### config.mk
export PLATFORM = sky130hd
export DESIGN_NAME = sc_control
export DESIGN_NICKNAME = d
export VERILOG_FILES = /design/src/rtl/sc_control.sv
export SDC_FILE = /design/constraint.sdc
export NUM_CORES = 1
export LEC_CHECK = 0
export CORE_AREA = 2 2 39 41
export CTS_CLUSTER_SIZE = 25
export DETAILED_ROUTE_END_ITERATION = 12
export DIE_AREA = 0 0 41 43
export PLACE_DENSITY_LB_ADDON = 0.25
export SLEW_MARGIN = 20
export SYNTH_ARGS = -nofsm -noshare
export SYNTH_HDL_FRONTEND = slang
export SYNTH_SLANG_ARGS = --single-unit
### constraint.sdc
create_clock -name clk -period 1.82 [get_ports clk]
set_clock_uncertainty 0.05 [all_clocks]
set_input_delay 0.182 -clock clk [delete_from_list [all_inputs] [get_ports clk]]
set_output_delay 0.182 -clock clk [all_outputs]
set_load 0.01 [all_outputs]
### src/rtl/sc_control.sv
// -----------------------------------------------------------------------------
// sc_control
//
// Main control decoder for the single-cycle LEGv8-subset datapath. The 11-bit
// opcode field (instruction bits [31:21]) is decoded combinationally into the
// datapath control signals. A single sticky status bit records that an
// undefined opcode was seen on a clock edge, for debug visibility.
//
// Ports
//   clk          in   1   system clock (status register only)
//   rst          in   1   synchronous active-high reset (status register only)
//   opcode       in  11   instruction bits [31:21]
//   Reg2Loc      out  1   1: read port 2 uses Rt [4:0]; 0: uses Rm
//   ALUSrc       out  1   1: ALU operand B is the extended immediate
//   MemtoReg     out  1   1: write-back from data-memory read data
//   RegWrite     out  1   register-file write enable
//   MemRead      out  1   data-memory read enable
//   MemWrite     out  1   data-memory write enable
//   Branch       out  1   conditional branch (CBZ)
//   Uncondbranch out  1   unconditional branch (B)
//   ALUOp        out  4   0000 AND, 0001 ORR, 0010 ADD, 0110 SUB, 0111 pass-B
//   SignOp       out  2   immediate format: 00 I/none, 01 D, 10 CB, 11 B
//   IllegalOp    out  1   sticky: an undefined opcode was sampled on an edge
// -----------------------------------------------------------------------------
module sc_control (
    input  logic        clk,
    input  logic        rst,
    input  logic [10:0] opcode,
    output logic        Reg2Loc,
    output logic        ALUSrc,
    output logic        MemtoReg,
    output logic        RegWrite,
    output logic        MemRead,
    output logic        MemWrite,
    output logic        Branch,
    output logic        Uncondbranch,
    output logic [3:0]  ALUOp,
    output logic [1:0]  SignOp,
    output logic        IllegalOp
);

    // Flags ordered Reg2Loc, ALUSrc, MemtoReg, RegWrite, MemRead, MemWrite,
    // Branch, Uncondbranch; followed by ALUOp and SignOp.
    logic [13:0] ctrl;
    logic        no_match;

    // The patterns are disjoint, so case order carries no priority. With
    // case inside, '?' in an item is a wildcard, while X/Z bits on the opcode
    // itself never match anything and fall through to the NOP default.
    always_comb begin
        ctrl     = '0;
        no_match = 1'b0;
        case (opcode) inside
            11'b10001010000: ctrl = {8'b0001_0000, 4'b0000, 2'b00}; // AND
            11'b10101010000: ctrl = {8'b0001_0000, 4'b0001, 2'b00}; // ORR
            11'b10001011000: ctrl = {8'b0001_0000, 4'b0010, 2'b00}; // ADD
            11'b11001011000: ctrl = {8'b0001_0000, 4'b0110, 2'b00}; // SUB
            11'b1001000100?: ctrl = {8'b0101_0000, 4'b0010, 2'b00}; // ADDI
            11'b1101000100?: ctrl = {8'b0101_0000, 4'b0110, 2'b00}; // SUBI
            11'b110100101??: ctrl = {8'b0101_0000, 4'b0111, 2'b00}; // MOVZ
            11'b000101?????: ctrl = {8'b0000_0001, 4'b0000, 2'b11}; // B
            11'b10110100???: ctrl = {8'b1000_0010, 4'b0111, 2'b10}; // CBZ
            11'b11111000010: ctrl = {8'b0111_1000, 4'b0010, 2'b01}; // LDUR
            11'b11111000000: ctrl = {8'b1100_0100, 4'b0010, 2'b01}; // STUR
            default: begin
                ctrl     = '0;
                no_match = 1'b1;
            end
        endcase
    end

    assign {Reg2Loc, ALUSrc, MemtoReg, RegWrite, MemRead, MemWrite,
            Branch, Uncondbranch, ALUOp, SignOp} = ctrl;

    // Sticky debug flag; reset on the same edge beats an illegal opcode.
    always_ff @(posedge clk) begin
        if (rst) begin
            IllegalOp <= 1'b0;
        end else if (no_match) begin
            IllegalOp <= 1'b1;
        end
    end

endmodule

* Yosys cells after proc, flatten, opt, wreduce, memory -nomap -nowiden
Cells that the tools add are included.
Operators by class: muxes and demuxes 22, equal/unequal tests 11
Operators with widths (number):
- 14-bit two-way mux | 11
- 11-bit equality test (second input constant) | 6
- 10-bit equality test (second input constant) | 2
- 1-bit two-way mux | 11
- 9-bit equality test (second input constant) | 1
- 8-bit equality test (second input constant) | 1
- 6-bit by 3-bit equality test with 1-bit output (second input constant) | 1
Word-level totals: bits of input ports 13, register bits after elaboration 1, word-level logic and storage cells 34, output and inout port bits 15

* Depth between registers and ports, before layout
Gate-level depths: netlist of run 1.
depth after elaboration 12, gate-level depth with buffers 4, depth with buffers taken out 4

* Worst setup path after synthesis of run 1
Ideal clock, no wire load.
path type in2out, start in opcode[5], end out ALUOp[2], stages 4, path slack 458 ps, required time 1588 ps, buffers on the path 0, data arrival time 1130 ps, path through nand2b_1 -> or4b_4 -> o21a_2 -> o21ai_1
Between the ends: cells in the longest elaborated chain, start to end 11, elaborated cells between the ends (all ways) 20, classes of those cells eq/ne (10); mux (10)
Ends and longest elaborated chain:
- from (decl) | RTL line 28 | input logic [10:0] opcode,
- 11-bit equality test (no line)
- 14-bit two-way mux (9 in a row) | RTL line 53 | case (opcode) inside
- 14-bit two-way mux (*) | RTL line 53
- to (decl) | RTL line 37 | output logic [3:0] ALUOp,
Every way passes the cells marked *; elsewhere a longest branch is shown, timed or not.

* Worst setup path in the final report of run 1
start in opcode[5], end out ALUOp[0]
The elaborated chain is that of the path after synthesis.

==> summary.md, run 1 <==
| Metric | Value |
|---|---|
| Wire per inst | `11.5 um` |
| Simple-Gate Fraction of Synth Area | `54.0%` |
| Number of optimization iterations in the first detailed-route pass | `4` |
| Register area share after synthesis | `approximately 6.7%` |
| Chip height | `~43 um` |
| Detailed placement HPWL | `approximately 940 um` |
| Cell variety after synth | `28` |
| WHS | `approximately 0.40 ns` |
| Worst voltage drop across the vdd grid | `0.0831 mV` |
| Cell with the biggest individual delay on the critical path | `sky130_fd_sc_hd__or4b_4` |
| Gate power share | `78.8%` |
| Number of maximum-capacitance violations | `0` |
| Worst endpoint required time | `1.59 ns` |
| Outcome | `completed` |
| Initial DRC Count | `8` |
| Critical Path Start Type | `input pin` |
| Post-layout minimum cycle time | `between 1.5 and 2 ns` |
| Via/cell ratio | `around 4.6` |
| Class of the tightest hold or removal check | `flip-flop to flip-flop` |
| Switching Power | `around 0.000037 W` |
| Number of design rule violations left after detail routing | `0` |
| Most frequent cells in the layout | `sky130_fd_sc_hd__buf_4 (27), sky130_fd_sc_hd__dlygate4sd2_1 (10), sky130_fd_sc_hd__inv_1 (6), sky130_fd_sc_hd__nand2_1 (6)` |
| Count of inserted antenna diode cells | `0` |
| Number of placement rows | `14` |
| Largest family of logic cells by synthesized area | `simple AND/OR/NAND/NOR gates` |
| Routed WL | `1300 um` |
| Setup violators final | `0` |
| Area fraction in compound gates after synthesis | `25.5%` |
| Pwr per Cell Area | `152 nW/um^2` |
| Post-Syn Area | `299 sq um` |
| Switching portion of total power | `a little under a third` |
| Final hold viol count | `0` |
| Yosys synthesis warning count | `0` |
| Post-placement cell area | `714 sq um` |
| Core region area | `1380 sq um` |
| Layout cells sized above 1 | `49.5%` |
| Data arrival time of the critical path | `1.53 ns` |
| # IOs | `28` |
| Largest net degree at the start of global routing | `6` |
| Achievable Freq | `569 MHz` |
| Classification of the worst setup path | `input pin to primary output` |
| Area fraction of the dominant cell type after synthesis | `7.53%` |
| Relative area change from synthesis to final layout | `158%` |
| Crit. End Element | `primary output` |
| Max-slew violation total from the final report | `0` |
| Setup repair after global routing missed its margin | `yes` |
| Syn nets | `56` |
| Largest fanout on the critical path | `3` |
| Sequential share of power | `a little over a fifth` |
| Full die area | `1760 sq um` |
| Multiplexer area fraction after synthesis | `0%` |
| Ranking of synthesized cells by area | `sky130_fd_sc_hd__inv_1 (7.5%), sky130_fd_sc_hd__nand2_1 (7.5%), sky130_fd_sc_hd__dfxtp_1 (6.7%), sky130_fd_sc_hd__nand3_1 (5.0%), sky130_fd_sc_hd__buf_4 (5.0%)` |
| Clock-pin slew of the registers on the worst-case setup and hold paths | `0 ns` |
| Longest individual stage delay on the worst path | `0.49 ns` |
| Global router's overall resource usage | `between 10% and 20%` |
| Number of port buffers | `26` |
| Post-route antenna net violation count | `0` |
| Top register by number of flip-flops | `IllegalOp` |
| Most common cell after layout, fill and taps aside | `sky130_fd_sc_hd__buf_4` |
| Cells traversed along the worst timing path | `dlygate4sd2_1 -> nand2b_4 -> or4b_4 -> o21a_4 -> o41ai_1 -> buf_2` |
| Syn_area_per_cell | `6.95 sq um` |
| Cell accounting for the most synthesized area | `sky130_fd_sc_hd__inv_1` |
| Antenna violations before repair | `0` |
| Clock network latency to the later pin of the worst-skew pair | `0 ns` |
| Via count of the first global-routing pass | `466` |
| Layout Cell Area excl Fill | `772 sq um` |
| Leakage | `0.441 nW` |
| Overall die width | `about 41 um` |
| Final GP Congestion | `about 0.72` |
| Largest register FFs | `1` |
| Starting Density | `21.6%` |
| Cell-internal power | `0.0000808 W` |
| Overflow after GRT | `0` |
| Total number of vias | `522` |
| Number of synthesized register bits | `1` |
| Xor/xnor share of the synthesized area | `0%` |
| Net count, final | `112` |
| Crit share post-route | `a little over nine tenths` |
| Total power after layout | `0.000117 W` |
| Global-route wire length before repair | `just under 2000 um` |
| Arithmetic-cell share of the synthesized area counting full adders, half adders and majority gates | `0%` |
| Synthesized netlist cell count | `43` |
| Top flop regs | `IllegalOp x1` |
| Proportion of power drawn by the clock network | `0%` |
Yosys cell counts:
master,n
sky130_fd_sc_hd__inv_1,6
sky130_fd_sc_hd__nand2_1,6
sky130_fd_sc_hd__nand3_1,3
sky130_fd_sc_hd__buf_4,2
sky130_fd_sc_hd__nand3b_1,2
sky130_fd_sc_hd__nor2_1,2
sky130_fd_sc_hd__a21o_1,1
sky130_fd_sc_hd__a31oi_1,1
sky130_fd_sc_hd__a32o_1,1
sky130_fd_sc_hd__and3_1,1
sky130_fd_sc_hd__and4bb_1,1
sky130_fd_sc_hd__and4bb_2,1
sky130_fd_sc_hd__conb_1,1
sky130_fd_sc_hd__dfxtp_1,1
sky130_fd_sc_hd__nand2b_1,1
sky130_fd_sc_hd__nand4b_1,1
sky130_fd_sc_hd__nor3b_1,1
sky130_fd_sc_hd__nor4b_2,1
sky130_fd_sc_hd__nor4bb_1,1
sky130_fd_sc_hd__o2111ai_1,1
sky130_fd_sc_hd__o211ai_1,1
sky130_fd_sc_hd__o21a_2,1
sky130_fd_sc_hd__o21ai_0,1
sky130_fd_sc_hd__o21ai_1,1
sky130_fd_sc_hd__o2bb2ai_1,1
sky130_fd_sc_hd__o41ai_1,1
sky130_fd_sc_hd__or3b_2,1
sky130_fd_sc_hd__or4b_4,1
path summary, 6_finish.rpt:
kind | from | depth (start not counted) | slack [ns] | endpoint
max | opcode[5] | 6 | 0.06 | ALUOp[0]
min reg2reg | IllegalOp | 1 | 0.40 | IllegalOp
max reg2reg | IllegalOp | 1 | 1.17 | IllegalOp
min | IllegalOp | 1 | 0.40 | IllegalOp
power groups by stage:
stage,clock [W],combinational (W),sequential (W)
finish,0,0.0000924,0.0000249
global route,0,0.0000992,0.0000251
CTS,0,0.0000891,0.0000249
detailed placement,0,0.0000894,0.0000250
global placement,0,0.0000895,0.0000249
floorplan,0,0.0000221,0.0000259
metal layers:
layer	up-vias	wire (um)	GRT usage, %
li1	266	-	-
met1	238	580	21.3
met2	18	632	25.6
met3	0	82	0
met4	0	0	0
met5	-	0	0
stage by stage:
step	instances	util [%]	worst slack, ns	TNS (ns)
4_1_cts	111	55.6	0.0271	0
3_5_place_dp	103	51.6	-0.561	-6.33
6_report	113	55.8	0.0615	0
2_1_floorplan	43	-	0.458	0
3_3_place_gp	103	51.6	-0.557	-6.23
5_1_grt	113	55.8	-0.00489	-0.00489
cells by family after synthesis:
group,count (synthesis)
and+or+nand+nor,23
DFF,1
AOI/OAI and AO/OA,10
buffers and inverters,8
other,1
critical path, delay by kind of cell:
family                 cells  cell delay, ns
buffers and inverters      2            0.43
AOI/OAI and AO/OA          2            0.28
and+or+nand+nor            2            0.63
final cells by class:
class,instances,area [sq um]
multi-input combinational,34,275
sequential,1,20.0
tap,16,20.0
timing repair buffer,56,434
fill,135,612
inverter,6,22.5
repair_timing:
item,CTS,global route
hold endpoints to repair,0,0
hold buffers,0,0
buffers inserted,9,2
pin swaps,5,5
endpoints found under the setup margin,14,10
gates resized for setup,46,17
No activity file was read; power rests on OpenSTA's default activity.
==> run 2: changes to the inputs <==
- ABC_CLOCK_PERIOD_IN_PS: unset -> 1820
==> results of run 2 <==
No change in the layout: final DEF, timing and power equal those of run 1.
